**config.mk**
```make
export PLATFORM = sky130hd
export DESIGN_NAME = alu_arbiter
export DESIGN_NICKNAME = d
export VERILOG_FILES = /design/src/rtl/alu_pkg.sv /design/src/rtl/alu_arbiter_alu.sv /design/src/rtl/alu_arbiter.sv
export SDC_FILE = /design/constraint.sdc
export NUM_CORES = 1
export LEC_CHECK = 0
export ABC_AREA = 1
export CORE_MARGIN = 3
export CORE_UTILIZATION = 45
export DETAILED_ROUTE_END_ITERATION = 8
export PLACE_DENSITY_LB_ADDON = 0.1
export SETUP_SLACK_MARGIN = 0.2
export SYNTH_ARGS = -nofsm -noshare
export SYNTH_HDL_FRONTEND = slang
export SYNTH_SLANG_ARGS = --single-unit
export TNS_END_PERCENT = 100
```
**constraint.sdc**
```tcl
create_clock -name i_clk -period 3.3 [get_ports i_clk]
set_input_delay 0.66 -clock i_clk [delete_from_list [all_inputs] [get_ports i_clk]]
set_output_delay 0.66 -clock i_clk [all_outputs]
set_load 0.05 [all_outputs]
```
**src/rtl/alu_pkg.sv**
```systemverilog
`default_nettype none
// +-----------------------------------------------------------------------+
// | alu_pkg : shared ALU width, opcode encoding and arbiter FSM states     |
// | Revision: 1.0                                                          |
// +-----------------------------------------------------------------------+
package alu_pkg;

    localparam int DATA_W = 8;

    typedef enum logic [2:0] {
        OP_ADD = 3'd0,
        OP_SUB = 3'd1,
        OP_AND = 3'd2,
        OP_NOR = 3'd3,
        OP_XOR = 3'd4,
        OP_SHL = 3'd5,
        OP_SHR = 3'd6,
        OP_SRA = 3'd7
    } alu_op_e;

    typedef logic [1:0] state_t;

    localparam state_t ST_IDLE = 2'd0;
    localparam state_t ST_EXEC = 2'd1;
    localparam state_t ST_RESP = 2'd2;

endpackage : alu_pkg
`default_nettype wire

```
**src/rtl/alu_arbiter_alu.sv**
```systemverilog
`default_nettype none
// +-----------------------------------------------------------------------+
// | alu_arbiter_alu : 8-bit combinational ALU, no carry out                |
// | Revision: 1.0                                                          |
// +-----------------------------------------------------------------------+
module alu_arbiter_alu
    import alu_pkg::*;
(
    input  logic [2:0]        i_op,
    input  logic [DATA_W-1:0] i_x,
    input  logic [DATA_W-1:0] i_y,
    output logic [DATA_W-1:0] o_result
);

    always_comb begin
        o_result = '0;
        case (i_op)
            OP_ADD:  o_result = i_x + i_y;
            OP_SUB:  o_result = i_x - i_y;
            OP_AND:  o_result = i_x & i_y;
            OP_NOR:  o_result = ~(i_x | i_y);
            OP_XOR:  o_result = i_x ^ i_y;
            OP_SHL:  o_result = i_x << i_y;
            OP_SHR:  o_result = i_x >> i_y;
            // Operands are unsigned, so the arithmetic shift fills with zero.
            OP_SRA:  o_result = i_x >> i_y;
            default: o_result = '0;
        endcase
    end

endmodule : alu_arbiter_alu
`default_nettype wire

```
**src/rtl/alu_arbiter.sv**
```systemverilog
`default_nettype none
// +-----------------------------------------------------------------------+
// | alu_arbiter : round-robin sharing of one ALU among NREQ requesters     |
// | Revision: 1.0                                                          |
// +-----------------------------------------------------------------------+
module alu_arbiter #(
    parameter int NREQ   = 2,
    parameter int DATA_W = 8
) (
    input  logic                     i_clk,
    input  logic                     i_rst_n,
    input  logic [NREQ-1:0]          i_req_valid,
    output logic [NREQ-1:0]          o_req_ready,
    input  logic [3*NREQ-1:0]        i_req_op,
    input  logic [DATA_W*NREQ-1:0]   i_req_x,
    input  logic [DATA_W*NREQ-1:0]   i_req_y,
    output logic                     o_rsp_valid,
    input  logic                     i_rsp_ready,
    output logic [$clog2(NREQ)-1:0]  o_rsp_id,
    output logic [DATA_W-1:0]        o_rsp_result,
    output logic                     o_busy
);

    import alu_pkg::*;

    localparam int IDW = $clog2(NREQ);

    state_t            state_q, state_d;
    logic [IDW-1:0]    last_q, last_d;
    logic [IDW-1:0]    id_q, id_d;
    logic [2:0]        op_q, op_d;
    logic [DATA_W-1:0] x_q, x_d;
    logic [DATA_W-1:0] y_q, y_d;
    logic [DATA_W-1:0] res_q, res_d;
    logic [IDW-1:0]    rsp_id_q, rsp_id_d;

    logic [IDW-1:0]    w_win;
    logic              w_any;
    logic              w_accept;
    logic [DATA_W-1:0] w_alu;

    // First valid index strictly after the last grant, wrapping around.
    function automatic logic [IDW-1:0] rr_pick(input logic [NREQ-1:0] valid,
                                               input logic [IDW-1:0]  last);
        logic [IDW-1:0] win;
        logic           found;
        int             idx;
        win   = last;
        found = 1'b0;
        for (int k = 1; k <= NREQ; k++) begin
            idx = (int'(last) + k) % NREQ;
            if (!found && valid[idx]) begin
                win   = idx[IDW-1:0];
                found = 1'b1;
            end
        end
        return win;
    endfunction

    assign w_win    = rr_pick(i_req_valid, last_q);
    assign w_any    = |i_req_valid;
    assign w_accept = |(i_req_valid & o_req_ready);

    always_comb begin
        o_req_ready = '0;
        if (i_rst_n && (state_q == ST_IDLE) && w_any) begin
            o_req_ready[w_win] = 1'b1;
        end
    end

    alu_arbiter_alu u_alu (
        .i_op     (op_q),
        .i_x      (x_q),
        .i_y      (y_q),
        .o_result (w_alu)
    );

    always_comb begin
        state_d  = state_q;
        last_d   = last_q;
        id_d     = id_q;
        op_d     = op_q;
        x_d      = x_q;
        y_d      = y_q;
        res_d    = res_q;
        rsp_id_d = rsp_id_q;
        case (state_q)
            ST_IDLE: begin
                if (w_accept) begin
                    last_d  = w_win;
                    id_d    = w_win;
                    op_d    = i_req_op[int'(w_win)*3 +: 3];
                    x_d     = i_req_x[int'(w_win)*DATA_W +: DATA_W];
                    y_d     = i_req_y[int'(w_win)*DATA_W +: DATA_W];
                    state_d = ST_EXEC;
                end
            end
            ST_EXEC: begin
                res_d    = w_alu;
                rsp_id_d = id_q;
                state_d  = ST_RESP;
            end
            ST_RESP: begin
                if (i_rsp_ready) begin
                    state_d = ST_IDLE;
                end
            end
            default: state_d = ST_IDLE;
        endcase
    end

    always_ff @(posedge i_clk or negedge i_rst_n) begin
        if (!i_rst_n) begin
            state_q  <= ST_IDLE;
            last_q   <= IDW'(NREQ - 1);
            id_q     <= '0;
            op_q     <= '0;
            x_q      <= '0;
            y_q      <= '0;
            res_q    <= '0;
            rsp_id_q <= '0;
        end else begin
            state_q  <= state_d;
            last_q   <= last_d;
            id_q     <= id_d;
            op_q     <= op_d;
            x_q      <= x_d;
            y_q      <= y_d;
            res_q    <= res_d;
            rsp_id_q <= rsp_id_d;
        end
    end

    assign o_rsp_valid  = (state_q == ST_RESP);
    assign o_rsp_id     = rsp_id_q;
    assign o_rsp_result = res_q;
    assign o_busy       = (state_q != ST_IDLE);

endmodule : alu_arbiter
`default_nettype wire

```
==> results.sh <==
export IMPL_root_buffer="clkbuf_8"
export IMPL_max_freq_mhz=354.9
export IMPL_wl_met2_um=4192
export IMPL_hold_viol=0
export IMPL_synth_area_um2=2892
export IMPL_worstSetupStartpoint="i_rst_n"
export IMPL_cts_clk_slew_worst_paths_ns=0.07
export IMPL_synthTopCellsByArea="dfrtp_1, nand2_1, ha_1"
export IMPL_cts_max_level=2
export IMPL_async_flop_share_pct=100.0
export IMPL_holdCritPathClass="register to register"
export IMPL_vias=3134
export IMPL_wl_um=8870
export IMPL_dpl_cell_count=559
export IMPL_gp_congestion=0.9688
export IMPL_r2r_start="y_q[0]$_DFFE_PN0P_"
export IMPL_critical_path_required_ns=2.64
export IMPL_final_util_pct=60.16
export IMPL_slew_viol_final=0
export IMPL_synth_seq_cells=32
export IMPL_cts_hold_fix_buffers=0
export IMPL_post_route_min_period_ns=2.818
export IMPL_yosysTopAreaCell="dfrtp_1"
export IMPL_synth_edf_count=0
export IMPL_skew_ns=0.007961
export IMPL_rr_worst_depth=13
export IMPL_area_growth_pct=26.09
export IMPL_final_cells=567
export IMPL_finalSetupViolCount=0
export IMPL_critPathCaptureType="primary output"
export IMPL_die_w_um=86.16
export IMPL_syn_area_per_cell_um2=6.632
export IMPL_crit_path_end="o_req_ready[1]"
export IMPL_critPathMaxStageDelay_ns=0.57
export IMPL_regToRegEndpoint="o_rsp_result[7]$_DFFE_PN0N_"
export IMPL_design_area_um2=3646
export IMPL_hpwl_um=6959
export IMPL_ioPinCount=56
export IMPL_clk_latency_ns=0.30
export IMPL_cts_tree="yes"
export IMPL_synth_top_cell_area_share_pct=26.83
export IMPL_hold_ws_ns=0.4761
export IMPL_worst_path_max_delay_cell="clkdlybuf4s50_1"
export IMPL_layout_setup_ws_ns=0.4822
export IMPL_status="complete, no violations"
export IMPL_grt_start_max_net_pins=33
export IMPL_cp_data_arrival_time_ns=2.16
export IMPL_die_area_um2=7424
export IMPL_crit_chain="clkdlybuf4s50_1 > o21ai_0 > nor2_1 > nand2_1 > inv_1 > buf_12"
export IMPL_drt_iter0_drc=189
export IMPL_post_cts_buffers=0
export IMPL_viasPerCell=5.527
export IMPL_cp_max_fo=7
export IMPL_synth_cell_types=29
export IMPL_core_area_um2=6061
export IMPL_grt_pass1_vias=2958
export IMPL_diodes=0
export IMPL_synth_flop_cell="dfrtp_1"
export IMPL_slew_headroom_pct=59.71
export IMPL_met1_length_um=3815
export IMPL_grt_pass1_wl_um=14460
export IMPL_worst_setup_path_start_kind="input port"
export IMPL_drc=0
export IMPL_max_clock_path_buffers=2
export IMPL_drtAntennaViolNets=0
export IMPL_cp_depth=6
export IMPL_mostFrequentLayoutCell="nand2_1"
export IMPL_vdd_drop_max_mv=0.5749
export IMPL_layout_drive_gt1_share_pct=5.894
export IMPL_crit_buf_inv=3
export IMPL_core_rowCount=28
export IMPL_initial_core_util_pct=47.71
export IMPL_fin_crit_sh_pct=85.39
export IMPL_wl_met3_um=685
export IMPL_gr_total_overflow=0
export IMPL_grt_usage_pct=25.06
export IMPL_synth_net_count=504
export IMPL_reg2reg_slack_ns=0.51
export IMPL_yosysWarnings=0
export IMPL_maxCapViolCount=0
export IMPL_dpl_cell_area_um2=3537
export IMPL_wl_per_cell_um=15.64
export IMPL_worstMarginPinSlew_ns=0.6021
export IMPL_total_power_mw=4.249
export IMPL_top_layer="met4"
export IMPL_die_y_um=86.16
export IMPL_antenna_found_initial=0
export IMPL_p_per_area_nw_per_um2=1165
export IMPL_rsz0062_at_grt="false"
export IMPL_yosysSeqAreaShare_pct=27.74
export IMPL_cts_made_buffers=5
export IMPL_clkSinkCount=32
export IMPL_p_leak_nw=1.751
export IMPL_cp_top_family="buffers and inverters"
export IMPL_nNetsFinal=559
export IMPL_place_ws_ns=0.4401
export IMPL_n_fill_cell=612
export IMPL_io_buffers=55
export IMPL_final_cell_mix="nand2_1, nand3_1, clkdlybuf4s50_1"
export IMPL_detail_route_first_pass_iterations=5
export IMPL_synth_cells=436
export IMPL_criticalPathCategory="input port to primary output"
export IMPL_final_setup_tns_ns=0
state kept, by name (all words and copies together) (netlist names):
name and flops:
o_rsp_result 8, x_q 8, y_q 8, op_q 3, state_q 2, id_q 1, last_q 1, o_rsp_id 1
cell usage after synthesis, types with 3 or more instances:
cell      instances
nand2_1         144
nand3_1          59
inv_1            46
nor2_1           32
dfrtp_1          31
ha_1             24
o211ai_1         19
nand4_1          16
o21ai_0          11
a21oi_1          10
xor2_1            7
buf_2             6
clkbuf_1          4
nor3_2            4
nor2_4            3
worst min-delay path: stages (launching register included):
cell,delay [ns]
dfrtp_1,0.34
nand2_1,0.05
nand2_1,0.05
routing by layer:
metal  vias to the layer above  GRT usage (%)
met3                        18          5.283
met2                       143          41.91
met1                      1431          32.70
met4                         0          6.763
met5                         -              0
li1                       1542              -
logic make-up after synthesis:
| family | count (synthesis) | synth area share (%) |
|---|---|---|
| AND/OR/NAND/NOR | 263 | 40.24 |
| adder cells (fa/ha/maj) | 25 | 11.08 |
| XOR/XNOR | 9 | 2.726 |
| flip-flops | 32 | 27.74 |
| AO/OA/AOI/OAI | 44 | 9.390 |
| buffers and inverters | 63 | 8.827 |
how the worst min path moves through the flow:
stage	start	to	slack [ns]	cells past startpoint
after floorplan	i_rst_n	id_q$_DFFE_PN0P_	0.36	0
after global placement	o_rsp_result[4]$_DFFE_PN0N_	o_rsp_result[4]$_DFFE_PN0N_	0.46	2
after detailed placement	o_rsp_result[2]$_DFFE_PN0N_	o_rsp_result[2]$_DFFE_PN0N_	0.46	2
after CTS	o_rsp_result[2]$_DFFE_PN0N_	o_rsp_result[2]$_DFFE_PN0N_	0.48	2
after global routing	o_rsp_result[2]$_DFFE_PN0N_	o_rsp_result[2]$_DFFE_PN0N_	0.51	2
final	o_rsp_result[4]$_DFFE_PN0N_	o_rsp_result[4]$_DFFE_PN0N_	0.48	2
cell type report:
cell class | count | area, µm² | share of cell area (%)
Timing Repair Buffer | 62 | 623.1 | 17.09
Clock inverter | 2 | 35.03 | 0.9609
Sequential cell | 32 | 803.3 | 22.03
Clock buffer | 6 | 72.57 | 1.990
Tap cell | 75 | 93.84 | 2.574
Multi-Input combinational cell | 341 | 1834 | 50.31
Inverter | 49 | 183.9 | 5.045
repair_timing:
item | 4_1_cts | 5_1_grt
resized for setup | 0 | 1
endpoints found under the setup margin | 0 | 1
endpoints found under the hold margin | 0 | 0
power breakdown:
| group | internal [mW] | total [mW] | switching (mW) |
|---|---|---|---|
| Clock | 0.224 | 0.390 | 0.166 |
| Sequential | 0.580 | 0.871 | 0.291 |
| Combinational | 1.08 | 2.99 | 1.90 |
Note: power is estimated with default switching activity, not from simulation.
